<file path="src/rtl/triad_pkg.sv">
// Shared definitions for the triad stream arbiter: triad word layout and
// the grant FSM state encoding.
package triad_pkg;

    // Triad word: {pulse_id_2, pulse_id_1, pulse_id_0, polynomial}
    localparam int TRIAD_W  = 68;
    localparam int FIELD_W  = 17;
    localparam int POLY_LSB = 0;
    localparam int PID0_LSB = 17;
    localparam int PID1_LSB = 34;
    localparam int PID2_LSB = 51;

    // Grant FSM: IDLE looks for a pending face, PRESENT holds the word
    // on the output port until the consumer takes it.
    typedef enum logic [0:0] {
        IDLE    = 1'b0,
        PRESENT = 1'b1
    } arb_state_e;

endpackage

</file>
<file path="src/rtl/triad_rr_picker.sv">
// Combinational round-robin picker: returns the first requesting index
// strictly after last_grant, wrapping modulo N, so last_grant itself is
// considered last.
module triad_rr_picker #(
    parameter int N     = 4,
    parameter int IDX_W = $clog2(N)
) (
    input  logic [N-1:0]     req,
    input  logic [IDX_W-1:0] last_grant,
    output logic             found,
    output logic [IDX_W-1:0] index
);

    int               cand_s;
    logic [IDX_W-1:0] cand_idx_s;

    // Scan offsets 1..N from last_grant; the first request hit wins.
    always_comb begin
        found      = 1'b0;
        index      = {IDX_W{1'b0}};
        cand_s     = 0;
        cand_idx_s = {IDX_W{1'b0}};
        for (int i = 1; i <= N; i++) begin
            cand_s     = (int'(last_grant) + i) % N;
            cand_idx_s = IDX_W'(cand_s);
            if (!found && req[cand_idx_s]) begin
                found = 1'b1;
                index = cand_idx_s;
            end else begin
                found = found;
            end
        end
    end

endmodule

</file>
<file path="src/rtl/triad_stream_arbiter.sv">
// Shares one downstream triad consumer between N per-face triad managers.
// Each face has a one-word slot; pending faces are granted round-robin
// onto a valid/ready port and the granted face gets a one-cycle re-arm
// pulse once its word is taken. Overruns are flagged and counted.
module triad_stream_arbiter
    import triad_pkg::*;
#(
    parameter  int N_TRIADS = 4,
    localparam int FACE_W   = $clog2(N_TRIADS)
) (
    input  logic                         clk_96MHz,
    input  logic                         reset,
    input  logic [N_TRIADS*TRIAD_W-1:0]  triad_data_in,
    input  logic [N_TRIADS-1:0]          triad_data_avl_in,
    output logic [TRIAD_W-1:0]           out_data,
    output logic [FACE_W-1:0]            out_face,
    output logic                         out_valid,
    input  logic                         out_ready,
    output logic [N_TRIADS-1:0]          reset_pulse_identifier,
    input  logic                         clear_flags,
    output logic [N_TRIADS-1:0]          overrun_flags,
    output logic [7:0]                   drop_count,
    output logic                         state_led
);

    arb_state_e             state_q, state_d;
    logic [N_TRIADS-1:0]    slot_valid_q, slot_valid_d;
    logic [TRIAD_W-1:0]     slot_data_q [N_TRIADS];
    logic [TRIAD_W-1:0]     slot_data_d [N_TRIADS];
    logic [FACE_W-1:0]      last_grant_q, last_grant_d;
    logic [TRIAD_W-1:0]     out_data_q, out_data_d;
    logic [FACE_W-1:0]      out_face_q, out_face_d;
    logic                   out_valid_q, out_valid_d;
    logic [N_TRIADS-1:0]    pulse_q, pulse_d;
    logic [N_TRIADS-1:0]    flags_q, flags_d;
    logic [7:0]             drop_count_q, drop_count_d;
    logic                   led_q, led_d;

    logic                   consume_s;
    logic [N_TRIADS-1:0]    drop_vec_s;
    logic [8:0]             drop_sum_s;
    logic [8:0]             count_sum_s;
    logic [7:0]             count_base_s;
    logic [N_TRIADS-1:0]    flags_base_s;
    logic                   pick_found_s;
    logic [FACE_W-1:0]      pick_idx_s;

    triad_rr_picker #(
        .N     (N_TRIADS),
        .IDX_W (FACE_W)
    ) u_picker (
        .req        (slot_valid_q),
        .last_grant (last_grant_q),
        .found      (pick_found_s),
        .index      (pick_idx_s)
    );

    // The presented word is taken this cycle (out_ready ignored otherwise).
    always_comb begin
        consume_s = (state_q == PRESENT) && out_valid_q && out_ready;
    end

    // Per-face slot capture/drop, then overrun flag and saturating counter update.
    always_comb begin
        slot_valid_d = slot_valid_q;
        slot_data_d  = slot_data_q;
        drop_vec_s   = {N_TRIADS{1'b0}};
        drop_sum_s   = 9'd0;
        for (int k = 0; k < N_TRIADS; k++) begin
            if (triad_data_avl_in[k]) begin
                // A slot being consumed this cycle frees up for the new word.
                if (!slot_valid_q[k] || (consume_s && (out_face_q == FACE_W'(k)))) begin
                    slot_valid_d[k] = 1'b1;
                    slot_data_d[k]  = triad_data_in[k*TRIAD_W +: TRIAD_W];
                end else begin
                    drop_vec_s[k] = 1'b1;
                    drop_sum_s    = drop_sum_s + 9'd1;
                end
            end else if (consume_s && (out_face_q == FACE_W'(k))) begin
                slot_valid_d[k] = 1'b0;
            end else begin
                slot_valid_d[k] = slot_valid_q[k];
            end
        end

        // Clearing takes effect first so a simultaneous drop still registers.
        if (clear_flags) begin
            flags_base_s = {N_TRIADS{1'b0}};
            count_base_s = 8'd0;
        end else begin
            flags_base_s = flags_q;
            count_base_s = drop_count_q;
        end
        flags_d     = flags_base_s | drop_vec_s;
        count_sum_s = {1'b0, count_base_s} + drop_sum_s;
        if (count_sum_s > 9'd255) begin
            drop_count_d = 8'd255;
        end else begin
            drop_count_d = count_sum_s[7:0];
        end
        led_d = |flags_d;
    end

    // Grant FSM: pick a pending face in IDLE, hold it in PRESENT until taken.
    always_comb begin
        state_d      = state_q;
        last_grant_d = last_grant_q;
        out_data_d   = out_data_q;
        out_face_d   = out_face_q;
        out_valid_d  = out_valid_q;
        pulse_d      = {N_TRIADS{1'b0}};
        case (state_q)
            IDLE: begin
                if (pick_found_s) begin
                    out_data_d   = slot_data_q[pick_idx_s];
                    out_face_d   = pick_idx_s;
                    out_valid_d  = 1'b1;
                    last_grant_d = pick_idx_s;
                    state_d      = PRESENT;
                end else begin
                    state_d = IDLE;
                end
            end
            PRESENT: begin
                if (consume_s) begin
                    out_valid_d          = 1'b0;
                    pulse_d[out_face_q]  = 1'b1;
                    state_d              = IDLE;
                end else begin
                    state_d = PRESENT;
                end
            end
            default: begin
                state_d     = IDLE;
                out_valid_d = 1'b0;
            end
        endcase
    end

    // State and output registers with synchronous reset.
    always_ff @(posedge clk_96MHz) begin
        if (reset) begin
            state_q      <= IDLE;
            slot_valid_q <= {N_TRIADS{1'b0}};
            for (int k = 0; k < N_TRIADS; k++) begin
                slot_data_q[k] <= {TRIAD_W{1'b0}};
            end
            last_grant_q <= FACE_W'(N_TRIADS - 1);
            out_data_q   <= {TRIAD_W{1'b0}};
            out_face_q   <= {FACE_W{1'b0}};
            out_valid_q  <= 1'b0;
            pulse_q      <= {N_TRIADS{1'b0}};
            flags_q      <= {N_TRIADS{1'b0}};
            drop_count_q <= 8'd0;
            led_q        <= 1'b0;
        end else begin
            state_q      <= state_d;
            slot_valid_q <= slot_valid_d;
            slot_data_q  <= slot_data_d;
            last_grant_q <= last_grant_d;
            out_data_q   <= out_data_d;
            out_face_q   <= out_face_d;
            out_valid_q  <= out_valid_d;
            pulse_q      <= pulse_d;
            flags_q      <= flags_d;
            drop_count_q <= drop_count_d;
            led_q        <= led_d;
        end
    end

    assign out_data               = out_data_q;
    assign out_face               = out_face_q;
    assign out_valid              = out_valid_q;
    assign reset_pulse_identifier = pulse_q;
    assign overrun_flags          = flags_q;
    assign drop_count             = drop_count_q;
    assign state_led              = led_q;

endmodule

</file>
<file path="config.mk">
export PLATFORM = sky130hd
export DESIGN_NAME = triad_stream_arbiter
export DESIGN_NICKNAME = d
export VERILOG_FILES = /design/src/rtl/triad_pkg.sv /design/src/rtl/triad_rr_picker.sv /design/src/rtl/triad_stream_arbiter.sv
export SDC_FILE = /design/constraint.sdc
export NUM_CORES = 1
export LEC_CHECK = 0
export CORE_MARGIN = 2
export CORE_UTILIZATION = 45
export CTS_CLUSTER_DIAMETER = 100
export CTS_CLUSTER_SIZE = 40
export DETAILED_ROUTE_END_ITERATION = 8
export PLACE_DENSITY = 0.85
export SYNTH_ARGS = -nofsm -noshare
export SYNTH_HDL_FRONTEND = slang
export SYNTH_SLANG_ARGS = --single-unit
export TNS_END_PERCENT = 100
</file>
<file path="constraint.sdc">
create_clock -name clk_96MHz -period 5.8 [get_ports clk_96MHz]
set_clock_uncertainty 0.2 [all_clocks]
set_input_delay 1.74 -clock clk_96MHz [delete_from_list [all_inputs] [get_ports clk_96MHz]]
set_output_delay 1.74 -clock clk_96MHz [all_outputs]
set_load 0.02 [all_outputs]
</file>
Word level (Yosys, flattened, before mapping):

Index checks and enable logic that the tools add are counted.

* register bits: 367
* input port bits: 280
* output and inout port bits: 88
* logic and storage cells: 142

* add/subtract/negate cells: 8
* order comparisons: 8
* equal/unequal tests: 9
* muxes and demuxes: 58
* bitwise operators: 4
* reduce and logical (&&, ||, !) cells: 38

Operators by type and width (number)
* 68-bit binary-select mux with 2-bit select: 1
* 68-bit 2-to-1 mux: 2
* 9-bit 2-to-1 mux: 6
* 1-bit 2-to-1 mux: 35
* 9-bit by 1-bit adder with 9-bit output (second input constant): 3
* 2-bit AND reduction: 10
* 8-bit 2-to-1 mux: 2
* 2-bit by 3-bit less-than comparator with 1-bit output (second input constant): 5
* 1-bit logical AND: 10
* 2-bit by 1-bit inequality test with 1-bit output (second input constant): 5
* 8-bit by 9-bit adder with 9-bit output: 1
* 9-bit by 8-bit greater-than comparator with 1-bit output (second input constant): 1
* 1-bit binary-select mux with 2-bit select: 4
* 2-bit 2-to-1 mux: 4
* 2-bit nonzero test: 4
* 1-bit zero test: 7
* 2-bit by 1-bit adder with 2-bit output (second input constant): 2
* 2-bit adder (second input constant): 2
* 2-bit equality test (second input constant): 2
* 1-bit logical OR: 4
* 4-bit 2-to-1 mux: 1
* 4-bit OR: 1
* 1-bit case mux with 2 select lines: 2
* 4-bit OR reduction: 1
* other kinds (9): 10

Longest topological paths before layout:

* depth after elaboration: 18
* gate-level depth with buffers: 14
* depth with buffers taken out: 13

Hierarchy:

From an unflattened synthesis, not the netlist that was laid out.

* cell total of the unflattened synthesis: 1721
* area total of the unflattened synthesis: 14620.3 um2

Modules (own cells, without submodules)
* triad_stream_arbiter: instances 1, cells each 1707, area an instance 14528.9 um2, sequential area each 7347.0 um2
* triad_rr_picker: instances 1, cells each 14, area an instance 91.3 um2, sequential area each 0.0 um2

Worst setup path after synthesis:

OpenSTA, ideal clock, no wires.

* kind: input to register
* start: in out_ready
* end: reg drop_count_q[7], in the netlist drop_count[7]
* library setup time: 147 ps
* data arrival time: 4492 ps
* data required time: 5453 ps
* path slack: 961 ps
* stages: 13
* path buffers: 0
* cells stage by stage: nand2_2 -> o311ai_2 -> xor2_2 -> ha_1 -> mux2_2 -> ha_1 -> mux2_2 -> ha_1 -> a21o_1 -> a21oi_1 -> o21bai_1 -> a41oi_1 -> a311oi_1

* word-level cells in the longest chain between the ends: 17
* elaborated cells on any way between the ends: 23
* those cells by class: 4 x add/sub; 1 x order compare; 9 x mux; 9 x reduce/logical

Ends and longest elaborated chain
* start, declared: line triad_stream_arbiter.sv:18 `input logic out_ready,`
* 1-bit logical AND *: line triad_stream_arbiter.sv:60 `consume_s = (state_q == PRESENT) && out_valid_q && out_ready;`
* 1-bit logical AND: line triad_stream_arbiter.sv:72 `if (!slot_valid_q[k] || (consume_s && (out_face_q == FACE_W'(k)))) begin`
* 1-bit logical OR: line triad_stream_arbiter.sv:72
* 1-bit 2-to-1 mux: line triad_stream_arbiter.sv:72
* 1-bit 2-to-1 mux: line triad_stream_arbiter.sv:70 `if (triad_data_avl_in[k]) begin`
* 9-bit by 1-bit adder with 9-bit output: line triad_stream_arbiter.sv:77 `drop_sum_s = drop_sum_s + 9'd1;`
* 9-bit 2-to-1 mux: line triad_stream_arbiter.sv:72
* 9-bit 2-to-1 mux: line triad_stream_arbiter.sv:70
* 9-bit by 1-bit adder with 9-bit output: line triad_stream_arbiter.sv:77
* 9-bit 2-to-1 mux: line triad_stream_arbiter.sv:72
* 9-bit 2-to-1 mux: line triad_stream_arbiter.sv:70
* 9-bit by 1-bit adder with 9-bit output: line triad_stream_arbiter.sv:77
* 9-bit 2-to-1 mux: line triad_stream_arbiter.sv:72
* 9-bit 2-to-1 mux *: line triad_stream_arbiter.sv:70
* 8-bit by 9-bit adder with 9-bit output *: line triad_stream_arbiter.sv:95 `count_sum_s = {1'b0, count_base_s} + drop_sum_s;`
* 9-bit by 8-bit greater-than comparator with 1-bit output: line triad_stream_arbiter.sv:96 `if (count_sum_s > 9'd255) begin`
* 8-bit 2-to-1 mux *: line triad_stream_arbiter.sv:96
* end signal, assigned: line triad_stream_arbiter.sv:166 `drop_count_q <= drop_count_d;`
* end, declared: line triad_stream_arbiter.sv:36 `logic [7:0] drop_count_q, drop_count_d;`

Every way passes the cells marked *; elsewhere a longest branch is shown, timed or not.
A chain may end at the register's enable or synchronous reset.

Worst setup path in the final report:

* start: in out_ready
* end: reg drop_count_q[4], in the netlist drop_count[4]

The elaborated chain is that of the path after synthesis.

==> impl_results.md <==
- Run status: finished, final reports clean
- DR vias/cell: 5.52
- Worst reg2reg endpoint: drop_count[4]$_SDFF_PP0_
- Hold endpoint: slot_data_q[170]$_SDFFE_PP0P_
- Cts hold-fix bufs: 0
- Number of CTS-inserted buffers: 13
- Initial drt markers: 840
- Share of the yosys chip area belonging to registers: 50.2%
- Cell Count, Final, Fillers Out: 2432
- Buffer cell driving the clock tree root: sky130_fd_sc_hd__clkbuf_16
- Worst-case reg-to-reg path depth: 13
- Count of buffers inserted at the top-level ports: 367
- Worst reg2reg startpoint: out_face[0]$_SDFFE_PP0P_
- Post-synthesis instance area: 0.0146 sq mm
- Dpl hpwl: 29200 microns
- Die footprint: 0.0340 sq mm
- Mux share of post-synthesis cell area: 9.52%
- Adder-cell area share of the yosys netlist: 0.649%
- Clock transition at path regs: 0.14 ns
- Async S/R FF share, synth: 0%
- Number of cells in the design after placement: 2411
- Final period utilization: 90.7%
- DIE WIDTH: 184 microns
- Tightest slew margin relative to the limit: 25.2%
- Flip-flop and latch count after synthesis: 367
- Routed wire length per instance: 18.5 microns
- Path category of the worst min-delay check: reg -> reg
- Routed Wire Length: 45000 microns
- Max Root-Sink Buffers: 3
- Compound-Gate Fraction of Synth Area: 16.4%
- Family with the most delay on the worst path: compound AO/OA/AOI/OAI gates
- Footprint of the multi-input gates: 0.00664 sq mm
- Critical path fanouts, max: 7
- Standard cell core area: 0.0323 sq mm
- Number of H-tree branching levels: 1
- Hold WS: 0.263 ns
- R2r setup slk: 1.65 ns
- Fmax: 190 MHz
- Leakage: 6.89 nW
- Crit path buffers/inverters: 2
- Vias in the first global route: 13.2k
- Standard-cell rows: 66
- Global-route wire length before repair: 68100 microns
- Count of pins on the block boundary: 368
- Post-Synthesis Net Count: 2010
- CP peak stage delay: 0.53 ns
- RSZ-0062 raised after global routing: false
- Final #Nets: 2271
- Total of fill cells in the finished design: 2721
- Combinational family with the most area after synthesis: simple AND/OR/NAND/NOR gates
- Critical Path Start: out_ready
- Final count of pins violating max slew: 0
- Mean cell area of the mapped netlist: 8.50 sq um
- Fraction of layout cells with a size suffix above 1: 3.77%
- # Post-CTS Setup Buffers: 0
- Die Span Y: 184 microns
- Worst hold stages: 2
- Weighted congestion reported at the end of routability-driven placement: 0.847
- Primary flip-flop cell chosen by synthesis mapping: sky130_fd_sc_hd__dfxtp_1
- Post-cts gate resize count: 0
- Number of clock sinks: 367
- Most numerous cell on the critical path: sky130_fd_sc_hd__ha_1
- EDFF count, synth: 0
- Synthesis-to-layout area growth: 28.4%
- Clock tree from TritonCTS: built
- Via count of the routed design: 13.4k
- Cells traversed along the worst timing path: clkdlybuf4s50_1 > nand2_2 > o311ai_2 > xor2_2 > ha_1 > mux2_2 > ha_1 > mux2i_1 > fa_1 > inv_1 > a21o_1 > a21oi_1 > nor3_1 > a211oi_1
- Slew @ Worst Pin: 1.12 ns
- DRC violations left: 0
- Pwr/cell area: 266 mW/mm^2
- Synth warnings: 0
- Beginning of the worst hold path: slot_data_q[170]$_SDFFE_PP0P_
- Detailed-routing iteration count for the pre-antenna-repair pass: 7
- Number of antenna violations at the first check in global routing: 4
- Number of max-cap violations: 0
- Largest net degree at the start of global routing: 139
- Number of failing hold endpoints at the final stage: 0
- Required time at the worst-slack endpoint: 6.04 ns
- Library cells used by synthesis: 52
- Initial Utilization: 45.4%
- Type of destination of the critical path: flip-flop
- Clk Latency, worst-skew pair: 0.53 ns
- GR Util All Layers: 25.3%
- Minimum clock period after layout: 5.26 ns
- Residual overflow from global routing: 0
- Final antenna-violating net count: 0
- Critical Setup Path Class: in -> reg
- Crit path launch type: primary input
- Simple-gate area share of the yosys netlist: 17.9%
- Total of endpoints with negative setup slack in the final report: 0
- Sequential cell area: 0.00735 sq mm
- Post-Synth XOR/XNOR Area: 0.410%
- Slowest library cell on the worst path: sky130_fd_sc_hd__clkdlybuf4s50_1
- Arrival time reported for the critical path endpoint: 5.51 ns
- Gate Count Post-Synth: 1723
- Peak VDD IR: 0.195 mV
power breakdown:
| part | leakage [nW] | switching [mW] | internal, mW |
|---|---|---|---|
| clock network | 0.195 | 0.787 | 0.484 |
| logic | 3.69 | 0.534 | 0.439 |
| registers | 3.01 | 0.0896 | 2.67 |
sequential cells by signal, summed over array words and instances (netlist names):
name and flops:
slot_valid_q 4, state_q 1, state_led 1, drop_count 8
out_valid 1, last_grant_q 2, slot_data_q 272, overrun_flags 4
out_data 68, out_face 2, reset_pulse_identifier 4
through the flow:
| stage | instance area [sq um] | TNS, ns | util [%] | power [mW] | setup WS (ns) |
|---|---|---|---|---|---|
| 2_1_floorplan | 14600 | 0 | - | 3.35 | 0.961 |
| 3_3_place_gp | 18400 | 0 | 57.0 | 3.76 | 0.225 |
| 3_5_place_dp | 18400 | -0.0367 | 57.0 | 3.78 | -0.0248 |
| 4_1_cts | 18800 | 0 | 58.2 | 5.03 | 0.542 |
| 5_1_grt | 18800 | 0 | 58.3 | 5.19 | 0.321 |
| 6_report | 18800 | 0 | 58.3 | 5.01 | 0.538 |
cells by family after synthesis:
family,Yosys count
AND/OR/NAND/NOR,678
AO/OA/AOI/OAI,383
flip-flops,367
buffers and inverters,143
multiplexers,139
adder cells (fa/ha/maj),7
XOR/XNOR,6
per-layer routing:
| layer | GRT usage [%] | share of wire, % |
|---|---|---|
| met5 | 0 | 0 |
| met4 | 13.2 | 5.2 |
| met3 | 4.07 | 7.6 |
| met2 | 43.1 | 47 |
| met1 | 30.7 | 40 |
cells in the mapped netlist (all sizes together), types with 3 or more instances:
library cell | number | area share [%]
a21o | 4 | 0.21
clkbuf | 79 | 2.1
nor2 | 18 | 0.46
o21ai | 3 | 0.10
dfxtp | 367 | 50
nor2b | 3 | 0.13
nand2 | 629 | 16
o221ai | 68 | 5.0
nor3 | 6 | 0.21
ha | 6 | 0.51
and2 | 4 | 0.17
buf | 54 | 2.6
inv | 10 | 0.26
xnor2 | 3 | 0.18
nand2b | 5 | 0.21
or2 | 4 | 0.17
xor2 | 3 | 0.23
mux2i | 137 | 9.4
a21oi | 289 | 9.9
final cells by class:
type	instances	share of cell area (%)
Clock inverter	4	0.346
Clock buffer	14	1.80
Tap cell	442	2.94
Timing Repair Buffer	379	20.3
Multi-Input combinational cell	1213	35.3
Sequential cell	367	39.1
Inverter	10	0.200
Antenna cell	3	0.0399
worst max path at each step:
| stage | to | slack (ns) | cells past startpoint |
|---|---|---|---|
| CTS | drop_count[4]$_SDFF_PP0_ | 0.54 | 14 |
| global route | drop_count[4]$_SDFF_PP0_ | 0.32 | 14 |
| finish | drop_count[4]$_SDFF_PP0_ | 0.54 | 14 |
| floorplan | drop_count[7]$_SDFF_PP0_ | 0.96 | 13 |
| detailed placement | drop_count[4]$_SDFF_PP0_ | -0.02 | 14 |
| global placement | drop_count[7]$_SDFF_PP0_ | 0.22 | 14 |
cell usage in the layout, fill, tap and decap left out, drive strengths merged, types with 6 or more instances in the layout:
cell           count
nand2            629
dfxtp            367
clkdlybuf4s50    366
a21oi            289
mux2i            137
o221ai            68
nor2              18
clkbuf            14
buf               13
inv               11
nor3               6
ha                 6
worst min-delay path, cell delays in order (launching register included):
cell                      delay [ns]
sky130_fd_sc_hd__dfxtp_1        0.33
sky130_fd_sc_hd__nand2_1        0.05
sky130_fd_sc_hd__a21oi_1        0.05
Power figures use the tool's default switching activity.
